===== src/rtl/rom_arbiter_if.sv =====
// rom_arbiter_if: CPU and debug read ports plus the shared ROM pair bus.
// slave is the arbiter side; master is the requester/ROM side.
interface rom_arbiter_if #(
    parameter int AW = 13
);
    logic          cpu_req;
    logic [AW-1:0] cpu_addr;
    logic [15:0]   cpu_data;
    logic          cpu_ack;
    logic          dbg_req;
    logic [AW-1:0] dbg_addr;
    logic [15:0]   dbg_data;
    logic          dbg_ack;
    logic [AW-1:0] rom_a;
    logic          rom_ce_n;
    logic [7:0]    rom_d_hi;
    logic [7:0]    rom_d_lo;
    logic          busy;

    modport slave (
        input  cpu_req, cpu_addr, dbg_req, dbg_addr,
        input  rom_d_hi, rom_d_lo,
        output cpu_data, cpu_ack, dbg_data, dbg_ack,
        output rom_a, rom_ce_n, busy
    );

    modport master (
        output cpu_req, cpu_addr, dbg_req, dbg_addr,
        output rom_d_hi, rom_d_lo,
        input  cpu_data, cpu_ack, dbg_data, dbg_ack,
        input  rom_a, rom_ce_n, busy
    );
endinterface


===== src/rtl/rom_arbiter.sv =====
// rom_arbiter: shares a hi/lo 8Kx8 registered-output ROM pair between CPU and debug reads.
// Define ROM_ARB_RR_EN for round-robin arbitration; default is fixed CPU priority.
module rom_arbiter #(
    parameter int AW = 13
) (
    input  logic         clk,
    input  logic         reset,
    rom_arbiter_if.slave bus
);
    typedef enum logic [1:0] {
        IDLE,
        ISSUE,
        DATA
    } state_t;

    state_t        state;
    logic [AW-1:0] addr_r;
    logic          owner;
    logic          cpu_ok;
    logic          dbg_ok;
    logic          grant;
    logic          win;
`ifdef ROM_ARB_RR_EN
    logic          ptr;
`endif

    assign bus.rom_a = addr_r;

    // Eligible requests (owner masked in its ack cycle) and the winner (1 = debug)
    always_comb begin
        cpu_ok = bus.cpu_req & ~bus.cpu_ack;
        dbg_ok = bus.dbg_req & ~bus.dbg_ack;
        grant  = cpu_ok | dbg_ok;
`ifdef ROM_ARB_RR_EN
        win    = (cpu_ok & dbg_ok) ? ptr : ~cpu_ok;
`else
        win    = ~cpu_ok;
`endif
    end

    // Access sequencer: grant, issue to ROM, capture registered ROM data, ack
    always_ff @(posedge clk) begin
        if (reset) begin
            state        <= IDLE;
            addr_r       <= '0;
            owner        <= 1'b0;
            bus.rom_ce_n <= 1'b1;
            bus.cpu_ack  <= 1'b0;
            bus.dbg_ack  <= 1'b0;
            bus.cpu_data <= 16'h0000;
            bus.dbg_data <= 16'h0000;
            bus.busy     <= 1'b0;
`ifdef ROM_ARB_RR_EN
            ptr          <= 1'b0;
`endif
        end else begin
            bus.cpu_ack <= 1'b0;
            bus.dbg_ack <= 1'b0;
            unique case (state)
                IDLE: begin
                    if (grant) begin
                        addr_r       <= win ? bus.dbg_addr : bus.cpu_addr;
                        owner        <= win;
                        bus.rom_ce_n <= 1'b0;
                        bus.busy     <= 1'b1;
                        state        <= ISSUE;
`ifdef ROM_ARB_RR_EN
                        ptr          <= ~win;
`endif
                    end
                end
                ISSUE: begin
                    bus.rom_ce_n <= 1'b1;
                    state        <= DATA;
                end
                DATA: begin
                    if (owner) begin
                        bus.dbg_data <= {bus.rom_d_hi, bus.rom_d_lo};
                        bus.dbg_ack  <= 1'b1;
                    end else begin
                        bus.cpu_data <= {bus.rom_d_hi, bus.rom_d_lo};
                        bus.cpu_ack  <= 1'b1;
                    end
                    bus.busy <= 1'b0;
                    state    <= IDLE;
                end
                default: begin
                    bus.rom_ce_n <= 1'b1;
                    bus.busy     <= 1'b0;
                    state        <= IDLE;
                end
            endcase
        end
    end
endmodule


===== src/flat_wrapper.sv =====
// flat-port wrapper written by rule: the top's interface ports become plain ports
module rom_arbiter_flat 
#(
    parameter int AW = 13
)
  (clk, reset, bus_cpu_req, bus_cpu_addr, bus_dbg_req, bus_dbg_addr, bus_rom_d_hi, bus_rom_d_lo, bus_cpu_data, bus_cpu_ack, bus_dbg_data, bus_dbg_ack, bus_rom_a, bus_rom_ce_n, bus_busy);
  rom_arbiter_if #(.AW(AW)) bus_i ();
  input  logic clk;
  input  logic reset;
  input wire logic [$bits(bus_i.cpu_req)-1:0] bus_cpu_req;
  input wire logic [$bits(bus_i.cpu_addr)-1:0] bus_cpu_addr;
  input wire logic [$bits(bus_i.dbg_req)-1:0] bus_dbg_req;
  input wire logic [$bits(bus_i.dbg_addr)-1:0] bus_dbg_addr;
  input wire logic [$bits(bus_i.rom_d_hi)-1:0] bus_rom_d_hi;
  input wire logic [$bits(bus_i.rom_d_lo)-1:0] bus_rom_d_lo;
  output wire logic [$bits(bus_i.cpu_data)-1:0] bus_cpu_data;
  output wire logic [$bits(bus_i.cpu_ack)-1:0] bus_cpu_ack;
  output wire logic [$bits(bus_i.dbg_data)-1:0] bus_dbg_data;
  output wire logic [$bits(bus_i.dbg_ack)-1:0] bus_dbg_ack;
  output wire logic [$bits(bus_i.rom_a)-1:0] bus_rom_a;
  output wire logic [$bits(bus_i.rom_ce_n)-1:0] bus_rom_ce_n;
  output wire logic [$bits(bus_i.busy)-1:0] bus_busy;
  assign bus_i.cpu_req = bus_cpu_req;
  assign bus_i.cpu_addr = bus_cpu_addr;
  assign bus_i.dbg_req = bus_dbg_req;
  assign bus_i.dbg_addr = bus_dbg_addr;
  assign bus_i.rom_d_hi = bus_rom_d_hi;
  assign bus_i.rom_d_lo = bus_rom_d_lo;
  assign bus_cpu_data = bus_i.cpu_data;
  assign bus_cpu_ack = bus_i.cpu_ack;
  assign bus_dbg_data = bus_i.dbg_data;
  assign bus_dbg_ack = bus_i.dbg_ack;
  assign bus_rom_a = bus_i.rom_a;
  assign bus_rom_ce_n = bus_i.rom_ce_n;
  assign bus_busy = bus_i.busy;
  rom_arbiter #(.AW(AW)) u_core (.clk(clk), .reset(reset), .bus(bus_i));
endmodule

===== config.mk =====
export PLATFORM = sky130hd
export DESIGN_NAME = rom_arbiter_flat
export DESIGN_NICKNAME = d
export VERILOG_FILES = /design/src/rtl/rom_arbiter_if.sv /design/src/rtl/rom_arbiter.sv /design/src/flat_wrapper.sv
export SDC_FILE = /design/constraint.sdc
export NUM_CORES = 1
export LEC_CHECK = 0
export ABC_AREA = 1
export BUFFER_PORTS_ARGS = -buffer_cell sky130_fd_sc_hd__buf_4
export CAP_MARGIN = 40
export CORE_ASPECT_RATIO = 1.1
export CORE_UTILIZATION = 42
export DETAILED_ROUTE_END_ITERATION = 8
export PLACE_DENSITY = 0.75
export SLEW_MARGIN = 10
export SYNTH_ARGS = -nofsm -noshare
export SYNTH_HDL_FRONTEND = slang
export SYNTH_SLANG_ARGS = --single-unit

===== constraint.sdc =====
create_clock -name clk -period 1.1 [get_ports clk]
set_clock_uncertainty 0.2 [all_clocks]
set_input_delay 0.11 -clock clk [delete_from_list [all_inputs] [get_ports clk]]
set_output_delay 0.11 -clock clk [all_outputs]
set_load 0.01 [all_outputs]

==> results of run 1 <==
cell usage in the layout, fill, tap and decap left out, drive strengths merged:
cell type    instances
a21oi               33
buf                119
clkbuf               8
clkinv               2
dfxtp               52
dlygate4sd3         43
inv                 36
nand2               88
nand3                3
nand4               16
nor2                32
nor3                 2
o21ai               17
or2                  1
path summary, 6_finish.rpt:
| check | start | endpoint | slack, ns |
|---|---|---|---|
| max | u_core.state[0] | u_core.bus.dbg_data[7] | -0.18 |
| min | reset | u_core.bus.rom_a[5] | 0.06 |
| max reg2reg | u_core.state[0] | u_core.bus.dbg_data[7] | -0.18 |
| min reg2reg | u_core.bus.dbg_data[14] | u_core.bus.dbg_data[14] | 0.24 |
kinds of logic (layout without fill, tap and decap cells):
logic type / after synthesis / count (layout)
AOI/OAI and AO/OA: 50 / 50
buffers and inverters: 54 / 208
DFF: 52 / 52
and+or+nand+nor: 141 / 142
power breakdown:
group / switching (uW) / total, uW / internal, uW
Clock: 620 / 1120 / 503
Sequential: 91.3 / 2100 / 2010
Combinational: 591 / 1250 / 662
cell usage after synthesis, drive strengths merged:
master / instances / share of area, %
nor3: 2 / 0.47
nand2: 88 / 16
nor2: 32 / 5.7
or2: 1 / 0.29
nand3: 2 / 0.94
a21oi: 33 / 7.8
inv: 36 / 6.4
o21ai: 17 / 4.0
dfxtp: 52 / 49
buf: 13 / 4.1
clkbuf: 5 / 1.1
nand4: 16 / 4.7
cell type report:
class                           instances  area (um^2)
Timing Repair Buffer                  164         1580
Sequential cell                        52         1100
Tap cell                               56         70.1
Clock buffer                            6         82.6
Multi-Input combinational cell        192         1070
Clock inverter                          2         10.0
Inverter                               36          148
Fill cell                             248          699
state kept, by name (all words and copies together) (netlist names):
signal and cells:
u_core.bus.cpu_data 16, u_core.bus.dbg_data 16, u_core.bus.rom_a 13, u_core.owner 1, u_core.bus.dbg_ack 1, u_core.state 2, u_core.bus.cpu_ack 1, u_core.bus.rom_ce_n 1
u_core.bus.busy 1
per-stage QoR:
stage / hold WS, ns / std cells / setup TNS (ns) / area [um^2] / setup WS, ns
2_1_floorplan: -0.0206 / 297 / -1.80 / 2190 / -0.0755
3_3_place_gp: 0.146 / 446 / -3.57 / 3020 / -0.112
3_5_place_dp: 0.144 / 446 / -4.76 / 3020 / -0.149
4_1_cts: 0.0285 / 500 / -3.96 / 3680 / -0.114
5_1_grt: 0.0687 / 508 / -8.61 / 4050 / -0.224
6_report: 0.0565 / 508 / -6.47 / 4050 / -0.184
repair_timing:
action,CTS,global route
buffers inserted,2,6
endpoints found under the hold margin,51,18
hold buffers,43,1
resized for setup,43,100
cloned,1,2
pin swaps,15,17
endpoints found under the setup margin,58,93
routing by layer:
layer  part of all wire [%]  GRT usage [%]  vias up
met2                     54           47.3      113
met4                    3.5           12.4        0
met3                    5.8           5.69       26
met5                      0              0        -
li1                       -              -     1240
met1                     37           26.0     1219
tightest hold or removal path, delay by kind of cell:
kind	cells	cell delay, ns
buf+inv	3	0.30
simple gates	2	0.11
==> results.sh, run 1 <==
export IMPL_grt_pass1_wl_um=10900
export IMPL_hold_class="in2reg"
export IMPL_route_detailed_drc=0
export IMPL_cts_tree="yes"
export IMPL_violations="setup timing"
export IMPL_synth_compound_area_share_pct=11.8
export IMPL_syn_inst=297
export IMPL_worst_path_buf_inv=2
export IMPL_fin_nets=497
export IMPL_globalplace_congestion=0.783
export IMPL_syn2layout_area_growth_pct=90.5
export IMPL_root_buffer="clkbuf_8"
export IMPL_synthAdderAreaFrac_pct=0
export IMPL_hold_depth=5
export IMPL_rsz0062_at_grt="yes"
export IMPL_rows=26
export IMPL_port_buffers=94
export IMPL_worstRegToRegCells=5
export IMPL_io_pins=95
export IMPL_core_area_um2=4750
export IMPL_drtIter0Drc=158
export IMPL_synth_simple_gate_area_share_pct=27.7
export IMPL_min_period_ns=1.28
export IMPL_syn_nets=343
export IMPL_timing_fmax_ghz=0.779
export IMPL_design_die_area_um2=5350
export IMPL_status="finished with violations"
export IMPL_final_util_pct=85.3
export IMPL_critPathTopFamily="flip-flops"
export IMPL_finalHoldViolations=0
export IMPL_wl_um=8010
export IMPL_yosysSeqAreaShare_pct=49.0
export IMPL_critical_path_class="reg2reg"
export IMPL_grt_usage_pct=25.3
export IMPL_first_global_vias=2449
export IMPL_dpl_hpwl_um=3780
export IMPL_irDropWorstVdd_v=0.000651
export IMPL_start_kind="register"
export IMPL_setup_viol=56
export IMPL_clk_pin_slew_ns=0.09
export IMPL_h_tree_depth=2
export IMPL_maxCapViolCount=0
export IMPL_cts_sinks=52
export IMPL_fin_crit_sh_pct=117
export IMPL_worstPathCellList="inv_8 > nand3_4 > buf_12 > o21ai_2 > a21oi_1"
export IMPL_synth_xor_area_share_pct=0
export IMPL_slowest_delay_ns=0.42
export IMPL_path_max_fanout=26
export IMPL_clockBufferDepth=2
export IMPL_power_density_nw_per_um2=1100
export IMPL_initial_utilization_pct=44.8
export IMPL_vias=2598
export IMPL_die_w_um=69.8
export IMPL_slew_viol_final=0
export IMPL_relSlewSlack_pct=80.1
export IMPL_timing_critical_path_depth=5
export IMPL_clock_latency_ns=0.30
export IMPL_first_pass_iters=4
export IMPL_grt_overflow=0
export IMPL_ys_ff_latch=52
export IMPL_vias_per_cell=5.11
export IMPL_antenna_cells=0
export IMPL_grt_max_degree=27
export IMPL_fin_ws_ns=-0.184
export IMPL_detail_route_antenna_nets=0
export IMPL_synth_area_um2=2130
export IMPL_cts_buffers_inserted=5
export IMPL_leakage_uw=0.00182
export IMPL_slowest_stage="dfxtp_4"
export IMPL_power_total_uw=4470
export IMPL_antenna_found_initial=0
export IMPL_cp_arrival_ns=1.31
export IMPL_endpoint_kind="register"
export IMPL_synth_top_family_by_area="simple AND/OR/NAND/NOR gates"
export IMPL_synthMuxAreaShare_pct=0
export IMPL_netlist_cell_type_count=20
export IMPL_worst_pin_slew_ns=0.299
export IMPL_crit_required_ns=1.13
export IMPL_fp_dieH_um=76.6
export IMPL_yosys_warnings=0
export IMPL_drive_above_1_share_pct=50.4
export IMPL_synth_avg_cell_area_um2=7.16
export IMPL_routedWlPerCell_um=15.8
Power figures use the tool's default switching activity.
==> run 2: changes to the inputs <==
- ABC_AREA: 1 -> default
==> run 2 against run 1 <==
  * Clock-buffer cell count unchanged
  * Sequential power down 2%
  * The flow still finishes with violations (setup timing)
  * Setup slack worse by 0.23 ns
  * Non-clock buffer count rose by 7
  * Largest cell class unchanged
  * Critical path type unchanged
==> results.sh, run 2 <==
export IMPL_irDropWorstVdd_v=0.000615
export IMPL_core_area_um2=4780
export IMPL_mostFrequentLayoutCell="buf_4"
export IMPL_ys_top_cells_by_count="77 x nand2_1, 52 x dfxtp_1, 33 x a21oi_1"
export IMPL_cts_sinks=52
export IMPL_yosysMostFrequentCell="nand2_1"
export IMPL_synthMuxAreaShare_pct=6.06
export IMPL_die_w_um=70.2
export IMPL_leakage_uw=0.00179
export IMPL_fp_dieH_um=77.0
export IMPL_fin_nets=458
export IMPL_maxCapViolCount=0
export IMPL_cts_buffers_inserted=5
export IMPL_vias_per_cell=5.42
export IMPL_yosys_top_cells_area="dfxtp_1 49%, nand2_1 13%, a21oi_1 7.7%, mux2i_1 6.1%, o211ai_2 5.2%"
export IMPL_globalplace_congestion=0.739
export IMPL_grt_overflow=0
export IMPL_grt_pass1_wl_um=10200
export IMPL_worst_pin_slew_ns=0.384
export IMPL_synth_xor_area_share_pct=0
export IMPL_routedWlPerCell_um=18.1
export IMPL_slowest_delay_ns=0.37
export IMPL_r2r_slack_ns=-0.42
export IMPL_dpl_cell_count=401
export IMPL_placed_area_um2=3000
export IMPL_critical_path_class="reg2reg"
export IMPL_grt_max_degree=26
export IMPL_synthAdderAreaFrac_pct=0
export IMPL_fin_cells=468
export IMPL_cp_arrival_ns=1.54
export IMPL_design_die_area_um2=5400
export IMPL_io_pins=95
export IMPL_wl_um=8490
export IMPL_rows=26
export IMPL_h_tree_depth=2
export IMPL_syn_inst=252
export IMPL_syn_nets=298
export IMPL_crit_required_ns=1.12
export IMPL_antenna_found_initial=0
export IMPL_fin_ws_ns=-0.416
export IMPL_synth_flop_cell="dfxtp_1"
export IMPL_ys_ff_latch=52
export IMPL_finalHoldViolations=0
export IMPL_clock_latency_ns=0.30
export IMPL_status="finished with violations"
export IMPL_synth_top_family_by_area="simple AND/OR/NAND/NOR gates"
export IMPL_power_total_uw=4220
export IMPL_grt_usage_pct=23.7
export IMPL_synth_async_reset_ratio_pct=0
export IMPL_synth_area_um2=2150
export IMPL_timing_fmax_ghz=0.660
export IMPL_first_global_vias=2205
export IMPL_violations="setup timing"
export IMPL_fin_crit_sh_pct=138
export IMPL_min_period_ns=1.52
export IMPL_synth_edf_count=0
export IMPL_cts_tree="yes"
export IMPL_path_max_fanout=8
export IMPL_relSlewSlack_pct=74.4
export IMPL_synth_avg_cell_area_um2=8.52
export IMPL_design_area_um2=4190
export IMPL_antenna_cells=0
export IMPL_syn2layout_area_growth_pct=95.1
export IMPL_detail_route_antenna_nets=0
export IMPL_most_common_layout_cells="102 x buf_4, 44 x nand2_1, 42 x dlygate4sd3_1"
export IMPL_synth_top_area_share_pct=48.5
export IMPL_place_ws_ns=-0.325
export IMPL_route_detailed_drc=0
export IMPL_worstRegToRegCells=5
export IMPL_clk_pin_slew_ns=0.09
export IMPL_root_buffer="clkbuf_8"
export IMPL_start_kind="register"
export IMPL_vias=2535
export IMPL_yosys_warnings=0
export IMPL_hold_depth=3
export IMPL_slowest_stage="dfxtp_4"
export IMPL_worstPathCellList="buf_6 > and3b_2 > clkbuf_16 > nand2_1 > a21oi_1"
export IMPL_synth_simple_gate_area_share_pct=24.6
export IMPL_port_buffers=94
export IMPL_endpoint_kind="register"
export IMPL_clockBufferDepth=2
export IMPL_netlist_cell_type_count=26
export IMPL_drive_above_1_share_pct=63.1
export IMPL_dpl_hpwl_um=3810
export IMPL_setup_viol=59
export IMPL_hold_class="in2reg"
export IMPL_yosysSeqAreaShare_pct=48.5
export IMPL_synth_top_area_cell="dfxtp_1"
export IMPL_initial_utilization_pct=44.9
export IMPL_rsz0062_at_grt="yes"
export IMPL_power_density_nw_per_um2=1010
export IMPL_first_pass_iters=4
export IMPL_slew_viol_final=0
export IMPL_synth_compound_area_share_pct=16.3
export IMPL_drtIter0Drc=190
==> run 2: cell count changes after synthesis, moves of 9 or more <==
cell | previous run | this run
inv_1 | 34 | 1
nand2_1 | 87 | 77
nand3_1 | 0 | 13
nor2b_1 | 0 | 13
o211ai_2 | 0 | 9
nor2_1 | 32 | 3
o21ai_0 | 16 | 0
nand4_1 | 16 | 0
mux2i_1 | 0 | 13
==> run 2: kinds of logic after synthesis <==
group | after synthesis
multiplexers | 13
buffers and inverters | 20
flip-flops | 52
AND/OR/NAND/NOR | 117
AO/OA/AOI/OAI | 50
==> run 2: timing repair <==
action,in CTS,in global routing
endpoints found under the hold margin,46,0
resized for setup,19,145
pin swaps,10,36
gates cloned,3,4
buffers inserted,0,11
hold buffers,42,0
endpoints found under the setup margin,51,82
==> run 2: worst paths after layout <==
| path | end | from |
|---|---|---|
| max | u_core.bus.dbg_data[10] | u_core.state[0] |
| min | u_core.state[0] | reset |
| max reg2reg | u_core.bus.dbg_data[10] | u_core.state[0] |
| min reg2reg | u_core.bus.dbg_data[6] | u_core.bus.dbg_data[6] |
==> run 2: layer usage <==
metal / part of all wire [%] / track usage [%]
met2: 55 / 44.5
met5: 0 / 0
met3: 6.3 / 5.39
met4: 2.7 / 6.40
met1: 36 / 26.4
==> run 2: per-stage QoR <==
stage	hold WS [ns]	setup TNS, ns	util (%)
CTS	-0.0171	-12.66	75.9
finish	0.00101	-15.77	87.5
global placement	0.171	-11.12	62.7
floorplan	0.0460	-11.15	-
detailed placement	0.178	-12.62	62.7
global route	0.0108	-17.87	87.5
==> run 2: worst max-delay path, delay by kind of cell, from the launching register on <==
kind | cells | cell delay, ns
and+or+nand+nor | 2 | 0.39
buffers and inverters | 2 | 0.31
AOI/OAI and AO/OA | 1 | 0.16
DFF | 1 | 0.37
==> run 2: where the power goes <==
part	internal, uW	switching [uW]
Sequential	1990	70.9
Clock	435	608
Combinational	629	491
==> run 2: cell type report <==
cell class	count	area, um^2
Clock inverter	1	5.00
Multi-Input combinational cell	181	1360
Inverter	1	3.75
Timing Repair Buffer	171	1570
Clock buffer	6	72.6
Fill cell	231	596
Sequential cell	52	1100
Tap cell	56	70.1
